**src/rtl/axi_req_cut_soc.sv**
```systemverilog
// ariane_axi_soc: AXI4 channel payloads and the req_t/resp_t bundles for the SoC port.
// Widths: 64-bit address and data, 4-bit ID, 1-bit user.
// Pure type definitions; no logic, no latency, no flow control of its own.
package ariane_axi_soc;
  localparam int unsigned AddrWidth = 64;
  localparam int unsigned DataWidth = 64;
  localparam int unsigned IdWidth   = 4;
  localparam int unsigned UserWidth = 1;

  typedef logic [IdWidth-1:0]     id_t;
  typedef logic [AddrWidth-1:0]   addr_t;
  typedef logic [DataWidth-1:0]   data_t;
  typedef logic [DataWidth/8-1:0] strb_t;
  typedef logic [UserWidth-1:0]   user_t;

  typedef struct packed {
    id_t        id;
    addr_t      addr;
    logic [7:0] len;
    logic [2:0] size;
    logic [1:0] burst;
    logic       lock;
    logic [3:0] cache;
    logic [2:0] prot;
    logic [3:0] qos;
    logic [3:0] region;
    logic [5:0] atop;
    user_t      user;
  } aw_chan_t;

  typedef struct packed {
    data_t data;
    strb_t strb;
    logic  last;
    user_t user;
  } w_chan_t;

  typedef struct packed {
    id_t        id;
    logic [1:0] resp;
    user_t      user;
  } b_chan_t;

  typedef struct packed {
    id_t        id;
    addr_t      addr;
    logic [7:0] len;
    logic [2:0] size;
    logic [1:0] burst;
    logic       lock;
    logic [3:0] cache;
    logic [2:0] prot;
    logic [3:0] qos;
    logic [3:0] region;
    user_t      user;
  } ar_chan_t;

  typedef struct packed {
    id_t        id;
    data_t      data;
    logic [1:0] resp;
    logic       last;
    user_t      user;
  } r_chan_t;

  typedef struct packed {
    aw_chan_t aw;
    logic     aw_valid;
    w_chan_t  w;
    logic     w_valid;
    logic     b_ready;
    ar_chan_t ar;
    logic     ar_valid;
    logic     r_ready;
  } req_t;

  typedef struct packed {
    logic    aw_ready;
    logic    ar_ready;
    logic    w_ready;
    logic    b_valid;
    b_chan_t b;
    logic    r_valid;
    r_chan_t r;
  } resp_t;
endpackage

// axi_req_cut_chan: 2-entry ordered valid/ready buffer for one AXI channel.
// Latency: 1 cycle in->out when empty; sustains 1 beat/cycle.
// Backpressure: o_in_rdy low only when both entries are full; all outputs come from flops.
// Ports: i_clk/i_rst; producer side i_in_vld/o_in_rdy/i_in_dat; consumer side o_out_vld/i_out_rdy/o_out_dat.
module axi_req_cut_chan #(
  parameter type chan_t = logic
) (
  input  logic  i_clk,
  input  logic  i_rst,
  input  logic  i_in_vld,
  output logic  o_in_rdy,
  input  chan_t i_in_dat,
  output logic  o_out_vld,
  input  logic  i_out_rdy,
  output chan_t o_out_dat
);
  logic [1:0] r_cnt;
  chan_t      r_head;
  chan_t      r_tail;
  logic       w_push;
  logic       w_pop;

  assign o_in_rdy  = (r_cnt != 2'd2);
  assign o_out_vld = (r_cnt != 2'd0);
  assign o_out_dat = r_head;
  assign w_push    = i_in_vld & o_in_rdy;
  assign w_pop     = o_out_vld & i_out_rdy;

  always_ff @(posedge i_clk or posedge i_rst) begin
    if (i_rst) begin
      r_cnt  <= 2'd0;
      r_head <= '0;
      r_tail <= '0;
    end else begin
      if (w_push && !w_pop)      r_cnt <= r_cnt + 2'd1;
      else if (w_pop && !w_push) r_cnt <= r_cnt - 2'd1;

      // A push can never coincide with count 2 (in_ready is low there), so the
      // push branch only sees count 0 or 1; the new beat lands in head whenever
      // head is empty or being vacated this cycle.
      if (w_push) begin
        if ((r_cnt == 2'd0) || w_pop) r_head <= i_in_dat;
        else                          r_tail <= i_in_dat;
      end else if (w_pop && (r_cnt == 2'd2)) begin
        r_head <= r_tail;
      end
    end
  end
endmodule

// axi_req_cut_soc: registered cut on all five AXI channels of an ariane_axi_soc req/resp pair.
// Latency: 1 cycle per cut channel (0 when a channel's CUT_x=0); full throughput.
// Backpressure: each cut channel absorbs 2 beats; upstream ready drops only when that channel is full.
// Ports: clk_i, rst_i (async, active-high); slv_req_i/slv_resp_o face the core; mst_req_o/mst_resp_i face the adapter.
module axi_req_cut_soc
  import ariane_axi_soc::*;
#(
  parameter bit CUT_AW = 1'b1,
  parameter bit CUT_W  = 1'b1,
  parameter bit CUT_B  = 1'b1,
  parameter bit CUT_AR = 1'b1,
  parameter bit CUT_R  = 1'b1
) (
  input  logic  clk_i,
  input  logic  rst_i,
  input  req_t  slv_req_i,
  output resp_t slv_resp_o,
  output req_t  mst_req_o,
  input  resp_t mst_resp_i
);
  // *_vld / *_dat are consumer-side outputs of each channel, *_rdy is producer-side ready.
  logic     w_aw_vld, w_aw_rdy;
  aw_chan_t w_aw_dat;
  logic     w_w_vld, w_w_rdy;
  w_chan_t  w_w_dat;
  logic     w_b_vld, w_b_rdy;
  b_chan_t  w_b_dat;
  logic     w_ar_vld, w_ar_rdy;
  ar_chan_t w_ar_dat;
  logic     w_r_vld, w_r_rdy;
  r_chan_t  w_r_dat;

  if (CUT_AW) begin : g_aw_cut
    axi_req_cut_chan #(.chan_t(aw_chan_t)) u_aw (
      .i_clk(clk_i), .i_rst(rst_i),
      .i_in_vld(slv_req_i.aw_valid), .o_in_rdy(w_aw_rdy), .i_in_dat(slv_req_i.aw),
      .o_out_vld(w_aw_vld), .i_out_rdy(mst_resp_i.aw_ready), .o_out_dat(w_aw_dat));
  end else begin : g_aw_thru
    assign w_aw_vld = slv_req_i.aw_valid;
    assign w_aw_rdy = mst_resp_i.aw_ready;
    assign w_aw_dat = slv_req_i.aw;
  end

  if (CUT_W) begin : g_w_cut
    axi_req_cut_chan #(.chan_t(w_chan_t)) u_w (
      .i_clk(clk_i), .i_rst(rst_i),
      .i_in_vld(slv_req_i.w_valid), .o_in_rdy(w_w_rdy), .i_in_dat(slv_req_i.w),
      .o_out_vld(w_w_vld), .i_out_rdy(mst_resp_i.w_ready), .o_out_dat(w_w_dat));
  end else begin : g_w_thru
    assign w_w_vld = slv_req_i.w_valid;
    assign w_w_rdy = mst_resp_i.w_ready;
    assign w_w_dat = slv_req_i.w;
  end

  if (CUT_B) begin : g_b_cut
    axi_req_cut_chan #(.chan_t(b_chan_t)) u_b (
      .i_clk(clk_i), .i_rst(rst_i),
      .i_in_vld(mst_resp_i.b_valid), .o_in_rdy(w_b_rdy), .i_in_dat(mst_resp_i.b),
      .o_out_vld(w_b_vld), .i_out_rdy(slv_req_i.b_ready), .o_out_dat(w_b_dat));
  end else begin : g_b_thru
    assign w_b_vld = mst_resp_i.b_valid;
    assign w_b_rdy = slv_req_i.b_ready;
    assign w_b_dat = mst_resp_i.b;
  end

  if (CUT_AR) begin : g_ar_cut
    axi_req_cut_chan #(.chan_t(ar_chan_t)) u_ar (
      .i_clk(clk_i), .i_rst(rst_i),
      .i_in_vld(slv_req_i.ar_valid), .o_in_rdy(w_ar_rdy), .i_in_dat(slv_req_i.ar),
      .o_out_vld(w_ar_vld), .i_out_rdy(mst_resp_i.ar_ready), .o_out_dat(w_ar_dat));
  end else begin : g_ar_thru
    assign w_ar_vld = slv_req_i.ar_valid;
    assign w_ar_rdy = mst_resp_i.ar_ready;
    assign w_ar_dat = slv_req_i.ar;
  end

  if (CUT_R) begin : g_r_cut
    axi_req_cut_chan #(.chan_t(r_chan_t)) u_r (
      .i_clk(clk_i), .i_rst(rst_i),
      .i_in_vld(mst_resp_i.r_valid), .o_in_rdy(w_r_rdy), .i_in_dat(mst_resp_i.r),
      .o_out_vld(w_r_vld), .i_out_rdy(slv_req_i.r_ready), .o_out_dat(w_r_dat));
  end else begin : g_r_thru
    assign w_r_vld = mst_resp_i.r_valid;
    assign w_r_rdy = slv_req_i.r_ready;
    assign w_r_dat = mst_resp_i.r;
  end

  always_comb begin
    mst_req_o          = '0;
    mst_req_o.aw       = w_aw_dat;
    mst_req_o.aw_valid = w_aw_vld;
    mst_req_o.w        = w_w_dat;
    mst_req_o.w_valid  = w_w_vld;
    mst_req_o.b_ready  = w_b_rdy;
    mst_req_o.ar       = w_ar_dat;
    mst_req_o.ar_valid = w_ar_vld;
    mst_req_o.r_ready  = w_r_rdy;

    slv_resp_o          = '0;
    slv_resp_o.aw_ready = w_aw_rdy;
    slv_resp_o.ar_ready = w_ar_rdy;
    slv_resp_o.w_ready  = w_w_rdy;
    slv_resp_o.b_valid  = w_b_vld;
    slv_resp_o.b        = w_b_dat;
    slv_resp_o.r_valid  = w_r_vld;
    slv_resp_o.r        = w_r_dat;
  end
endmodule
```
**config.mk**
```make
export PLATFORM = sky130hd
export DESIGN_NAME = axi_req_cut_soc
export DESIGN_NICKNAME = d
export VERILOG_FILES = /design/src/rtl/axi_req_cut_soc.sv
export SDC_FILE = /design/constraint.sdc
export NUM_CORES = 2
export LEC_CHECK = 0
export BUFFER_PORTS_ARGS = -buffer_cell sky130_fd_sc_hd__buf_2
export CORE_UTILIZATION = 31
export CTS_BUF_LIST = sky130_fd_sc_hd__clkbuf_16
export DETAILED_ROUTE_END_ITERATION = 10
export GPL_ROUTABILITY_DRIVEN = 0
export SETUP_SLACK_MARGIN = 0.2
export SLEW_MARGIN = 20
export SYNTH_ARGS = -nofsm -noshare
export SYNTH_HDL_FRONTEND = slang
export SYNTH_SLANG_ARGS = --single-unit
```
**constraint.sdc**
```tcl
create_clock -name clk_i -period 46.7 [get_ports clk_i]
set_input_delay 11.675 -clock clk_i [delete_from_list [all_inputs] [get_ports clk_i]]
set_output_delay 11.675 -clock clk_i [all_outputs]
set_load 0.1 [all_outputs]
```
# Yosys cells after proc, flatten, opt, wreduce, memory -nomap -nowiden
# Index checks and enable logic that the tools add are counted.
[totals] register_bits=720 latch_bits=0 ram_bits=0 rom_bits=0 inputBits=367 wordCells=200 memories=0
[op_classes] n_addsub=10 n_mul=0 n_div=0 n_lt_le_gt_ge=0 eq_ne=15 shift=0 n_mux=25 n_bitwise=15 reduce_logical=60
[op_table] op="$mux 104" count=3
[op_table] op="$mux 98" count=3
[op_table] op="$mux 74" count=3
[op_table] op="$mux 72" count=3
[op_table] op="$reduce_bool 2->1" count=15
[op_table] op="$mux 7" count=3
[op_table] op="$mux 2" count=10
[op_table] op="$ne 2x2->1 const B" count=10
[op_table] op="$reduce_and 2->1" count=10
[op_table] op="$logic_and 1x1->1" count=15
[op_table] op="$add 2x1->2 const B" count=5
[op_table] op="$and 1x1->1" count=10
[op_table] op="$eq 2x2->1 const B" count=5
[op_table] op="$logic_not 1->1" count=10
[op_table] op="$logic_not 2->1" count=5
[op_table] op="$sub 2x1->2 const B" count=5
[op_table] op="$logic_or 1x1->1" count=5
[op_table] op="$not 1->1" count=5

# Depth between registers and ports, before layout
[logic_depth] word_depth=6 ltp_mapped=10 depth_no_buf=7

# Modules after synthesis
# From an unflattened synthesis, not the netlist that was laid out.
[unflattened] hier_cells=2523 hier_area_um2=32444.9
[by_module_without_submodules] module="axi_req_cut_chan (g_aw_cut.u_aw)" n_inst=1 cells_per_inst=735 area_each_um2=9417.8
[by_module_without_submodules] module="axi_req_cut_chan (g_ar_cut.u_ar)" n_inst=1 cells_per_inst=692 area_each_um2=8909.8
[by_module_without_submodules] module="axi_req_cut_chan (g_w_cut.u_w)" n_inst=1 cells_per_inst=522 area_each_um2=6755.2
[by_module_without_submodules] module="axi_req_cut_chan (g_r_cut.u_r)" n_inst=1 cells_per_inst=503 area_each_um2=6512.5
[by_module_without_submodules] module="axi_req_cut_chan (g_b_cut.u_b)" n_inst=1 cells_per_inst=61 area_each_um2=774.5
[by_module_without_submodules] module="axi_req_cut_soc" n_inst=1 cells_per_inst=10 area_each_um2=75.1

# Worst setup path after synthesis
# No wires, ideal clock.
[synth_path] path_kind="input -> register" from="input port mst_resp_i[83] in the netlist's numbering" to="register g_aw_cut.u_aw.r_cnt[1]" setup_ns=0.079 t_arrival_ns=13.046 t_required_ns=46.621 slack_ns=33.574 path_stages=7 path_buffers=3 path_cell_list="buf_2 > clkbuf_1 > buf_1 > nand2_1 > ha_1 > nor2_1 > xor2_1"
[synth_via] elab_chain_len=4 elab_cells_between_ends=6
[synth_rtl] element="start: declaration" line_no="156" text="input resp_t mst_resp_i"
[synth_rtl] element="$and 1x1->1 (*)" line_no="114" text="assign w_pop = o_out_vld & i_out_rdy;"
[synth_rtl] element="$logic_not 1->1" line_no="122" text="if (w_push && !w_pop) r_cnt <= r_cnt + 2'd1;"
[synth_rtl] element="$logic_and 1x1->1" line_no="122"
[synth_rtl] element="$mux 2 / $reduce_bool 2->1 (equally long branches)"
[synth_rtl] element="end signal: assignment" line_no="122"
[synth_rtl] element="end signal: assignment" line_no="123" text="else if (w_pop && !w_push) r_cnt <= r_cnt - 2'd1;"
[synth_rtl] element="end: declaration" line_no="104" text="logic [1:0] r_cnt;"
# Mark *: on every way between the ends. The rest lies on a longest branch, timed or not.
# A chain may end at the register's enable or synchronous reset.

==> impl_metrics.env <==
export IMPL_period_share_pct=32.04
export IMPL_die_area_sq_um=110000
export IMPL_worstMarginPinSlew_ps=1135
export IMPL_start_util_pct=31.38
export IMPL_arrival_ps=15630
export IMPL_critPathCaptureType="async pin"
export IMPL_final_common_cell="buf_2"
export IMPL_antenna_found_initial=38
export IMPL_hp_class="reg2reg"
export IMPL_syn_to_final_growth_pct=21.32
export IMPL_fin_crit_ps=14960
export IMPL_dr_pass1_iters=5
export IMPL_route_detailed_drc=0
export IMPL_max_clock_freq_mhz=66.84
export IMPL_clk_path_buf_depth=3
export IMPL_cts_htree_levels=3
export IMPL_ant_nets=0
export IMPL_fp_dieW_um=331.7
export IMPL_yosys_warnings=0
export IMPL_layout_setup_ws_ps=31740
export IMPL_grt_pass1_vias=25240
export IMPL_worstPathCellList="buf_2, inv_8, buf_4, buf_4, buf_4, buf_4"
export IMPL_routed_wl_um=103100
export IMPL_io_pins=732
export IMPL_rsz0062_at_grt="false"
export IMPL_seq_area_sq_um=18020
export IMPL_clk_pin_slew_ps=60
export IMPL_cp_start_kind="primary input"
export IMPL_place_ws_ps=30840
export IMPL_cts_hold_buf=0
export IMPL_vias=24990
export IMPL_run_status="complete, no violations"
export IMPL_cp_required_ps=47370
export IMPL_ys_ff_latch=720
export IMPL_slowest_stage="buf_4"
export IMPL_setup_viol=0
export IMPL_finClkSkew_ps=23.49
export IMPL_grt_max_degree=107
export IMPL_gr_total_overflow=0
export IMPL_final_max_slew_viol_count=0
export IMPL_cts_root_buf="clkbuf_16"
export IMPL_synth_top_area_share_pct=53.48
export IMPL_worstSetupPathType="in2async"
export IMPL_syn_nets=3160
export IMPL_rows=120
export IMPL_path_common_cell="buf_4"
export IMPL_ys_seq_area_share_pct=53.48
export IMPL_nets=3761
export IMPL_track_usage_pct=18.42
export IMPL_ys_types=39
export IMPL_cts_setup_buffers=0
export IMPL_multiInputGateArea_sq_um=13980
export IMPL_drv_cap=0
export IMPL_synth_cells=2788
export IMPL_drtIter0Drc=1490
export IMPL_final_cell_mix="buf_2, dfrtp_1, mux2_2"
export IMPL_hold_viol=0
export IMPL_grt_pass1_wl_um=159500
export IMPL_core_sq_um=107400
export IMPL_cts_resized=0
export IMPL_wl_per_cell_um=21.17
export IMPL_die_h_um=331.7
export IMPL_cts_buffers=83
export IMPL_yosys_area_top_type="dfrtp_1"
export IMPL_dp_hpwl_um=67050
export IMPL_finalSetupTns_ps=0
export IMPL_syn_area_per_cell_sq_um=12.08
export IMPL_drive_gt1_share_pct=41.93
export IMPL_synth_cell_area_sq_um=33690
export IMPL_vias_per_cell=5.129
export IMPL_cts_tree="yes"
export IMPL_critPathMaxFanout=106
export IMPL_relSlewSlack_pct=24.36
export IMPL_synth_area_leaders="dfrtp_1, mux2_2, nor3_1, o211a_1, a2111oi_2"
export IMPL_cts_sinks=720
export IMPL_portBuffers=731
export IMPL_max_stage_delay_ps=860
export IMPL_fill_cells=10510
export IMPL_clock_latency_ps=660
[state kept, by name (all words and copies together) (netlist names)]
register,flops
g_w_cut.u_w.r_tail,74
g_ar_cut.u_ar.r_tail,98
g_ar_cut.u_ar.r_cnt,2
g_aw_cut.u_aw.r_tail,104
g_r_cut.u_r.o_out_dat,72
g_r_cut.u_r.r_cnt,2
g_b_cut.u_b.o_out_dat,7
g_b_cut.u_b.r_tail,7
g_ar_cut.u_ar.o_out_dat,98
g_aw_cut.u_aw.r_cnt,2
g_w_cut.u_w.r_cnt,2
g_b_cut.u_b.r_cnt,2
g_r_cut.u_r.r_tail,72
g_w_cut.u_w.o_out_dat,74
g_aw_cut.u_aw.o_out_dat,104
[worst paths after layout]
| path | startpoint | endpoint | slack, ps | cells after the start |
|---|---|---|---|---|
| min in group asynchronous | rst_i | g_aw_cut.u_aw.r_tail[103] | 11120 | 2 |
| max in group clk_i | g_w_cut.u_w.r_cnt[0] | mst_req_o[101] | 31750 | 4 |
| min | g_ar_cut.u_ar.r_tail[35] | g_ar_cut.u_ar.r_tail[35] | 480 | 1 |
| max | rst_i | g_w_cut.u_w.o_out_dat[42] | 31740 | 6 |
| max reg2reg | g_w_cut.u_w.r_cnt[0] | g_w_cut.u_w.r_tail[11] | 42850 | 4 |
| min reg2reg | g_ar_cut.u_ar.r_tail[35] | g_ar_cut.u_ar.r_tail[35] | 480 | 1 |
[cell type report]
class                      instances  share of cell area [%]
tap                             1403                   4.295
clock inverter                    64                   1.267
sequential                       720                   44.10
inverter                         124                   1.160
timing repair buffer             776                   9.787
antenna                           18                  0.1102
clock buffer                      83                   5.082
multi-input combinational       1684                   34.20
[critical path: cells and delay by family]
kind                   cells  cell delay [ps]
buffers and inverters      6             3650
[logic make-up after synthesis]
group / after synthesis / synth area share, %
multiplexers: 360 / 12.01
AND/OR/NAND/NOR: 786 / 13.83
AO/OA/AOI/OAI: 518 / 14.83
buffers and inverters: 384 / 5.266
flip-flops: 720 / 53.48
XOR/XNOR: 15 / 0.3900
adder cells (fa/ha/maj): 5 / 0.1857
[metrics by stage]
| stage | instances | util (%) | hold slack [ps] | area, sq um |
|---|---|---|---|---|
| final | 4872 | 38.07 | 480.8 | 40870 |
| after global routing | 4866 | 38.06 | 499.3 | 40860 |
| after CTS | 4854 | 38.03 | 486.3 | 40820 |
| after detailed placement | 4707 | 35.61 | 473.4 | 38230 |
| after global placement | 4707 | 35.61 | 464.8 | 38230 |
| after floorplan | 2788 | - | 455.1 | 33690 |
[synthesized netlist by cell type (all sizes together)]
cell type and count:
mux2i 5, nor2 10, nor2b 164, dfrtp 720, a2111oi 110, nand3b 159, or3 8, o21a 3
o211a 154, o2111a 4, nand2b 91, o221a 87, and3b 1, buf 132, and2 5, xnor2 5
inv 123, nand2 14, xor2 10, ha 5, nand4b 4, o21ai 160, mux2 355, clkinv 1
clkbuf 128, nor3 330
[routing by layer]
| layer | track usage (%) | vias to the layer above | part of all wire, % |
|---|---|---|---|
| met1 | 22.90 | 12690 | 41 |
| li1 | - | 11370 | - |
| met5 | 0 | - | 0.21 |
| met4 | 5.977 | 36 | 2.9 |
| met3 | 6.265 | 200 | 8.0 |
| met2 | 29.89 | 701 | 48 |
Power is not shown: default switching activity piles up to over one toggle a cycle in this logic, so the estimate is an artifact.
